<file path="src/rtl/vector_sum_ctrl_if.sv">
// rtl/vector_sum_ctrl_if.sv - input vector / output sum handshake bundle for vector_sum_ctrl
interface vector_sum_ctrl_if #(
    parameter int DIM = 2,
    parameter int W_u = 32
);
    localparam int SW = W_u + $clog2(DIM);

    logic [DIM*W_u-1:0] in_vec;
    logic               in_valid;
    logic               in_ready;
    logic [SW-1:0]      out_sum;
    logic               out_valid;
    logic               out_ready;

    modport master (
        output in_vec, in_valid, out_ready,
        input  in_ready, out_sum, out_valid
    );

    modport slave (
        input  in_vec, in_valid, out_ready,
        output in_ready, out_sum, out_valid
    );
endinterface

</file>
<file path="src/rtl/vector_sum_ctrl.sv">
// rtl/vector_sum_ctrl.sv - credit-controlled vector summer with in-order result FIFO
// Optional pop counter output sum_count_o enabled by macro VSUM_CTRL_STATS_EN.
module vectorSum #(
    parameter int DIM = 2,
    parameter int W_u = 32
) (
    input  logic                        clk_i,
    input  logic [DIM*W_u-1:0]          u_i,
    output logic [W_u+$clog2(DIM)-1:0]  sum_o
);
    localparam int SW = W_u + $clog2(DIM);

    logic [SW-1:0] sum_d;
    logic [SW-1:0] pipe_q [DIM];

    always_comb begin
        sum_d = '0;
        for (int i = 0; i < DIM; i++) begin
            sum_d = sum_d + SW'(u_i[W_u*i +: W_u]);
        end
    end

    // Retimable delay line: the sum leaves exactly DIM edges after capture.
    always_ff @(posedge clk_i) begin
        pipe_q[0] <= sum_d;
        for (int s = 1; s < DIM; s++) begin
            pipe_q[s] <= pipe_q[s-1];
        end
    end

    assign sum_o = pipe_q[DIM-1];
endmodule

module vector_sum_ctrl #(
    parameter int DIM       = 2,
    parameter int W_u       = 32,
    parameter int OUT_DEPTH = 8
) (
    input  logic                clk_i,
    input  logic                resetn_i,
    vector_sum_ctrl_if.slave    bus,
`ifdef VSUM_CTRL_STATS_EN
    output logic [15:0]         sum_count_o,
`endif
    output logic                busy_o
);
    localparam int SW = W_u + $clog2(DIM);
    localparam int AW = $clog2(OUT_DEPTH);
    localparam int OW = $clog2(OUT_DEPTH + 1);

    localparam logic [0:0] ST_IDLE   = 1'b0;
    localparam logic [0:0] ST_ACTIVE = 1'b1;

    logic               accept;
    logic               pop;
    logic [DIM*W_u-1:0] dp_u;
    logic [SW-1:0]      dp_sum;

    logic [DIM-1:0]     vld_q, vld_d;
    logic               wr_vld_q;
    logic [SW-1:0]      wr_sum_q;
    logic [SW-1:0]      fifo_mem_q [OUT_DEPTH];
    logic [AW:0]        wptr_q, rptr_q;
    logic [OW-1:0]      occ_q, occ_d;
    logic [0:0]         state_q, state_d;

    assign accept = bus.in_valid & bus.in_ready;
    assign pop    = bus.out_valid & bus.out_ready;
    assign dp_u   = accept ? bus.in_vec : '0;

    vectorSum #(.DIM(DIM), .W_u(W_u)) u_vector_sum (
        .clk_i (clk_i),
        .u_i   (dp_u),
        .sum_o (dp_sum)
    );

    assign vld_d = (vld_q << 1) | DIM'(accept);

    // Occupancy counts every accepted vector until it is popped, so FIFO room is reserved up front.
    always_comb begin
        occ_d = occ_q;
        if (accept && !pop) begin
            occ_d = occ_q + OW'(1);
        end else if (pop && !accept) begin
            occ_d = occ_q - OW'(1);
        end
    end

    always_comb begin
        state_d = state_q;
        if (accept) begin
            state_d = ST_ACTIVE;
        end else if (occ_d == '0) begin
            state_d = ST_IDLE;
        end
    end

    always_ff @(posedge clk_i) begin
        if (!resetn_i) begin
            vld_q    <= '0;
            wr_vld_q <= 1'b0;
            wptr_q   <= '0;
            rptr_q   <= '0;
            occ_q    <= '0;
            state_q  <= ST_IDLE;
        end else begin
            vld_q    <= vld_d;
            wr_vld_q <= vld_q[DIM-1];
            occ_q    <= occ_d;
            state_q  <= state_d;
            if (wr_vld_q) begin
                wptr_q <= wptr_q + 1'b1;
            end
            if (pop) begin
                rptr_q <= rptr_q + 1'b1;
            end
        end
    end

    // Datapath storage is never reset; only the tracked valid bits decide what gets committed.
    always_ff @(posedge clk_i) begin
        wr_sum_q <= dp_sum;
        if (wr_vld_q) begin
            fifo_mem_q[wptr_q[AW-1:0]] <= wr_sum_q;
        end
    end

    assign bus.in_ready  = (occ_q < OW'(OUT_DEPTH));
    assign bus.out_valid = (wptr_q != rptr_q);
    assign bus.out_sum   = fifo_mem_q[rptr_q[AW-1:0]];
    assign busy_o        = (state_q == ST_ACTIVE);

`ifdef VSUM_CTRL_STATS_EN
    logic [15:0] sum_count_q;

    always_ff @(posedge clk_i) begin
        if (!resetn_i) begin
            sum_count_q <= '0;
        end else if (pop && (sum_count_q != 16'hFFFF)) begin
            sum_count_q <= sum_count_q + 16'd1;
        end
    end

    assign sum_count_o = sum_count_q;
`endif
endmodule

</file>
<file path="src/flat_wrapper.sv">
// flat-port wrapper written by rule: the top's interface ports become plain ports
module vector_sum_ctrl_flat 
#(
    parameter int DIM       = 2,
    parameter int W_u       = 32,
    parameter int OUT_DEPTH = 8
)
  (clk_i, resetn_i, busy_o, bus_in_vec, bus_in_valid, bus_out_ready, bus_in_ready, bus_out_sum, bus_out_valid);
  vector_sum_ctrl_if #(.DIM(DIM), .W_u(W_u)) bus_i ();
  input  logic clk_i;
  input  logic resetn_i;
  output logic busy_o;
  input wire logic [$bits(bus_i.in_vec)-1:0] bus_in_vec;
  input wire logic [$bits(bus_i.in_valid)-1:0] bus_in_valid;
  input wire logic [$bits(bus_i.out_ready)-1:0] bus_out_ready;
  output wire logic [$bits(bus_i.in_ready)-1:0] bus_in_ready;
  output wire logic [$bits(bus_i.out_sum)-1:0] bus_out_sum;
  output wire logic [$bits(bus_i.out_valid)-1:0] bus_out_valid;
  assign bus_i.in_vec = bus_in_vec;
  assign bus_i.in_valid = bus_in_valid;
  assign bus_i.out_ready = bus_out_ready;
  assign bus_in_ready = bus_i.in_ready;
  assign bus_out_sum = bus_i.out_sum;
  assign bus_out_valid = bus_i.out_valid;
  vector_sum_ctrl #(.DIM(DIM), .W_u(W_u), .OUT_DEPTH(OUT_DEPTH)) u_core (.clk_i(clk_i), .resetn_i(resetn_i), .bus(bus_i), .busy_o(busy_o));
endmodule
</file>
<file path="config.mk">
export PLATFORM = sky130hd
export DESIGN_NAME = vector_sum_ctrl_flat
export DESIGN_NICKNAME = d
export VERILOG_FILES = /design/src/rtl/vector_sum_ctrl_if.sv /design/src/rtl/vector_sum_ctrl.sv /design/src/flat_wrapper.sv
export SDC_FILE = /design/constraint.sdc
export NUM_CORES = 1
export LEC_CHECK = 0
export ABC_CLOCK_PERIOD_IN_PS = 6000
export BUFFER_PORTS_ARGS = -buffer_cell sky130_fd_sc_hd__buf_2
export CAP_MARGIN = 30
export CELL_PAD_IN_SITES_DETAIL_PLACEMENT = 2
export CELL_PAD_IN_SITES_GLOBAL_PLACEMENT = 2
export CORE_MARGIN = 4
export CORE_UTILIZATION = 33
export DETAILED_ROUTE_END_ITERATION = 10
export PLACE_DENSITY_LB_ADDON = 0.1
export SYNTH_ARGS = -nofsm -noshare
export SYNTH_HDL_FRONTEND = slang
export SYNTH_SLANG_ARGS = --single-unit
</file>
<file path="constraint.sdc">
create_clock -name clk_i -period 6 [get_ports clk_i]
set_input_delay 1.2 -clock clk_i [delete_from_list [all_inputs] [get_ports clk_i]]
set_output_delay 1.2 -clock clk_i [all_outputs]
set_load 0.02 [all_outputs]
</file>
After elaboration in Yosys (flattened, before gate mapping)
Memories as Yosys holds them, arrays and structs flattened. A register that Yosys moved wholly into a read port is not among the register bits.
Cells that the tools add are included.
- bits in registers: 16
- bits in writable memories: 330
- input port bits: 68
- output and inout bits: 36
- logic and storage cells: 33
- memories: 2
- add/subtract/negate cells: 5
- magnitude comparators: 1
- equality and inequality tests: 1
- multiplexer cells: 9
- bitwise gates (word level): 3
- reductions and logical operators: 6
- memory list (name ; depth ; bits a word ; rd ports ; clocked after memory_dff ; write ports ; RTL line ; text):
    u_core.fifo_mem_q ; 8 ; 33 ; 1 ; 1 ; 1 ; vector_sum_ctrl.sv:62 ; logic [SW-1:0] fifo_mem_q [OUT_DEPTH];
    u_core.u_vector_sum.pipe_q ; 2 ; 33 ; 2 ; 1 ; 2 ; vector_sum_ctrl.sv:14 ; logic [SW-1:0] pipe_q [DIM];
- operator list (kind ; number):
    64-bit 2-to-1 mux ; 1
    32-bit by 32-bit adder with 33-bit output ; 1
    4-bit by 1-bit adder with 4-bit output (second input constant) ; 3
    4-bit 2-to-1 mux ; 2
    3-bit 2-to-1 mux ; 2
    4-bit zero test ; 1
    4-bit < comparator (second input constant) ; 1
    1-bit 2-to-1 mux ; 4
    4-bit != test ; 1
    4-bit by 1-bit subtractor with 4-bit output (second input constant) ; 1
    1-bit AND ; 2
    1-bit logical AND ; 2
    1-bit zero test ; 2
    2-bit by 1-bit OR with 2-bit output ; 1
    2-bit nonzero test ; 1

Logic depth before layout (Yosys ltp)
- depth after elaboration: 9
- depth in mapped cells: 14

By module
Synthesis repeated with hierarchy kept, for this count alone.
- cells, all modules: 918
- area total of the unflattened synthesis: 15149.5 um2
- by module, submodules not included (module ; instances ; cells each ; area an instance (um2)):
    vector_sum_ctrl ; 1 ; 586 ; 11900.2
    vectorSum ; 1 ; 332 ; 3249.4

Worst setup path before layout
No wires, ideal clock.
- path kind: input to register
- start: input port bus_in_valid
- end: memory u_core.u_vector_sum.pipe_q[0][30] (netlist name)
- arrival: 3772 ps
- required time: 5880 ps
- setup slack: 2107 ps
- stages: 13
- buffers on the path: 2
- cell sequence: nor2b_1 clkbuf_1 clkbuf_1 and2_1 ha_1 fa_1 a21oi_1 o21ai_1 a221oi_2 o21a_1 o211ai_1 o221a_2 xor2_1
- RTL lines (item ; RTL line ; text):
    start: declaration ; flat_wrapper.sv:14 ; input wire logic [$bits(bus_i.in_valid)-1:0] bus_in_valid;
    end: declaration ; vector_sum_ctrl.sv:14 ;

==> key figures <==
CTS
  – CTS Buffer Depth: 3
  – CTS tree: yes
  – # resized after CTS: 0
  – Hold Buf Count CTS: 0
  – Post-CTS Setup Inserts: 0
  – Clock transition at path regs: 0.06 ns
  – Htree depth: 2
  – Cts bufs inserted: 40
  – Clock sinks: roughly 380
  – Worst skew pair latency: 0.54 ns
  – Clock Tree Root: clkbuf_16

Timing
  – Endpoints failing setup: 0
  – Min Tclk post-route: approximately 3.8 ns
  – Rel. slew slack: 55.03%
  – Slew Limit Fails: 0
  – Setup TNS: 0 ns
  – Layout Skew: around 0.025 ns
  – Max Fclk: roughly 0.26 GHz
  – Fin. Hold Viols: 0
  – Final period util: 63.91%
  – RSZ-0062 raised after global routing: false
  – Slew @ Worst Pin: a little under 0.7 ns

GRT
  – Largest net degree at the start of global routing: 60
  – Gr usage total: 14.48%
  – First-pass GRT wire length: 53300 um
  – Vias in the first global route: 8711
  – Total gr overflow: 0
  – Initial antenna violation count: 1

Synth
  – Async set or reset register ratio after synthesis: 0%
  – Synth area leader: edfxtp_1
  – Avg Cell Area, Syn: approximately 17 um^2
  – Mapped Cells: 875
  – Mapped Nets: 980
  – Area share of the largest cell type after synthesis: 53.74%
  – Ys Warns: 0
  – Cell variety after synth: 54
  – #FFs+latches synth: ~380
  – Most used flip-flop cell after synthesis: edfxtp_1
  – Sequential element share of the synthesized area: roughly 70%
  – Synthesized cell area: about 15000 um^2
  – Number of flops mapped to enable cells by yosys: ~260
  – Largest cells by area after synthesis: edfxtp_1 (54%), dfxtp_1 (16%), mux4_2 (10%)

Floorplan
  – Initial Utilization: 33.36%
  – Core box area: about 44000 um^2
  – FP Rows: 77
  – Die Ht: 219.4 um
  – Die ar.: approximately 48000 um^2
  – DIE WIDTH: 219.4 um
  – Boundary pin count: ~100

Flow run
  – MaxCap Viol Count: 0

Worst hold path
  – Hold path startpoint: u_core.u_vector_sum.pipe_q[0][4]$_DFF_P_
  – Hold Crit Class: reg -> reg

Final layout
  – Layout net count: around 1100
  – Final instance area: ~17000 um^2
  – Fraction of layout cells with a size suffix above 1: ~29%
  – Most common cell after layout, fill and taps aside: edfxtp_1
  – Most frequent cells in the layout: edfxtp_1 (264), dfxtp_1 (116), buf_2 (103)
  – Layout area overhead: 18.17%
  – N_diodes: 0

Drt
  – Vias per cell: 4.744
  – Routed wire per std cell: 20.99 um
  – Pre-antenna DRT Iters: 4
  – Wl on met1: 15740 um
  – DRC Markers: 0
  – 1st-iter DRT viols: 387
  – Total Wirelength: between 30000 and 40000 um
  – Routed wl met2: about 17000 um
  – DR top layer: met4
  – Remaining antenna violation count: 0
  – Routed vias: 7705
  – Metal3 WL: around 1100 um

Power
  – Max VDD drop: ~210 uV
  – Pwr Total: between 6 and 7 mW
  – Pwr/cell area: about 350 nW/um^2
  – Leakage: about 6.2 nW

Placement
  – DP HPWL: 21230 um
  – I/O Buffers: ~100
  – Post-DP Area: approximately 16000 um^2
  – Final GP Congestion: about 0.70

Worst setup path
  – WP data required: around 4.8 ns
  – CP endpoint kind: output pin
  – CP Data Arrival Time: ~2.6 ns
  – CP startpoint kind: register
  – Worst Path Max Fanout: 39
  – CP Class: reg -> out
  – Reg-to-Reg Start: u_core.occ_q[3]$_SDFF_PN0_

Outcome
  – Status: finished, final reports clean
-- path summary, 6_finish.rpt --
path,cells past startpoint,end,slack (ns)
setup / recovery,5,bus_out_sum[19],2.17
hold / removal,0,u_core.u_vector_sum.pipe_q[1][4]$_DFF_P_,0.31
setup reg to reg,11,u_core.u_vector_sum.pipe_q[0][32]$_DFF_P_,2.73
hold reg to reg,0,u_core.u_vector_sum.pipe_q[1][4]$_DFF_P_,0.31
-- cell families (layout without fill, tap and decap cells) --
group                      after synthesis  after routing  share of synthesized area [%]
xor gates and xnor gates                41             41                          2.434
and+or+nand+nor                        175            175                          6.242
muxes                                  100            100                          12.66
DFF                                    382            382                          69.75
AOI/OAI and AO/OA                       97             97                          4.512
adders and majority gates               37             37                          3.189
buffers and inverters                   43            200                          1.213
-- power breakdown --
part / internal, mW / switching [mW] / leakage (nW) / total (mW)
clock network: 1.54 / 0.986 / 0.675 / 2.53
registers: 3.04 / 0.138 / 3.38 / 3.18
logic: 0.184 / 0.220 / 2.11 / 0.404
total: 4.77 / 1.34 / 6.17 / 6.11
-- cell usage after synthesis, types with 2 or more instances --
| cell | n |
|---|---|
| nand2b_1 | 5 |
| a21o_1 | 12 |
| clkbuf_1 | 23 |
| nor2b_1 | 2 |
| nor3_1 | 5 |
| a31oi_1 | 4 |
| and3_1 | 2 |
| o211ai_1 | 2 |
| dfxtp_1 | 118 |
| mux2_2 | 33 |
| nand2_1 | 32 |
| o21ai_0 | 14 |
| and2_1 | 71 |
| xnor2_1 | 23 |
| mux4_2 | 66 |
| o21a_1 | 4 |
| o21bai_1 | 3 |
| inv_1 | 7 |
| buf_1 | 4 |
| a221oi_2 | 2 |
| xor2_1 | 18 |
| a211oi_2 | 2 |
| a21oi_1 | 33 |
| or3_1 | 3 |
| ha_1 | 36 |
| nand3_1 | 4 |
| o21ai_1 | 6 |
| nor2_1 | 36 |
| buf_2 | 8 |
| edfxtp_1 | 264 |
| nand4_1 | 10 |
-- sequential cells by signal, indices dropped and copies added (netlist names), named ones only --
name	cells
u_core.fifo_mem_q	264
u_core.u_vector_sum.pipe_q	66
u_core.wr_sum_q	33
u_core.occ_q	4
u_core.rptr_q	4
u_core.wptr_q	4
u_core.vld_q	2
u_core.busy_o	1
u_core.wr_vld_q	1
-- layer usage --
layer  global-route usage [%]  vias to the layer above
met5                        0                        -
met4                    3.392                        0
met3                    2.617                       48
met2                    24.22                      111
met1                    19.70                     3960
li1                         -                     3586
-- stage by stage --
step,hold WS [ns],utilization (%),setup WS (ns),std cells
3_5_place_dp,0.3143,36.25,1.650,1549
6_report,0.3140,39.42,2.165,1624
4_1_cts,0.3151,39.36,1.712,1623
3_3_place_gp,0.3100,36.19,1.743,1548
2_1_floorplan,0.3096,-,2.107,875
5_1_grt,0.3272,39.42,1.916,1624
-- layout make-up --
cell class / count / area [um^2]
inverters: 7 / 26.28
clock buffers: 57 / 1177
fillers: 4270 / 26790
repair buffers: 119 / 675.6
multi-input cells: 450 / 4322
well taps: 592 / 740.7
clock inverters: 17 / 196.4
flip-flops and latches: 382 / 10290
-- critical path, stage by stage, from the launching register on --
cell     delay (ns)
dfxtp_4        0.39
buf_16         0.29
buf_4          0.36
mux4_2         0.55
mux2_2         0.31
buf_2          0.17
Note: power is estimated with default switching activity, not from simulation.
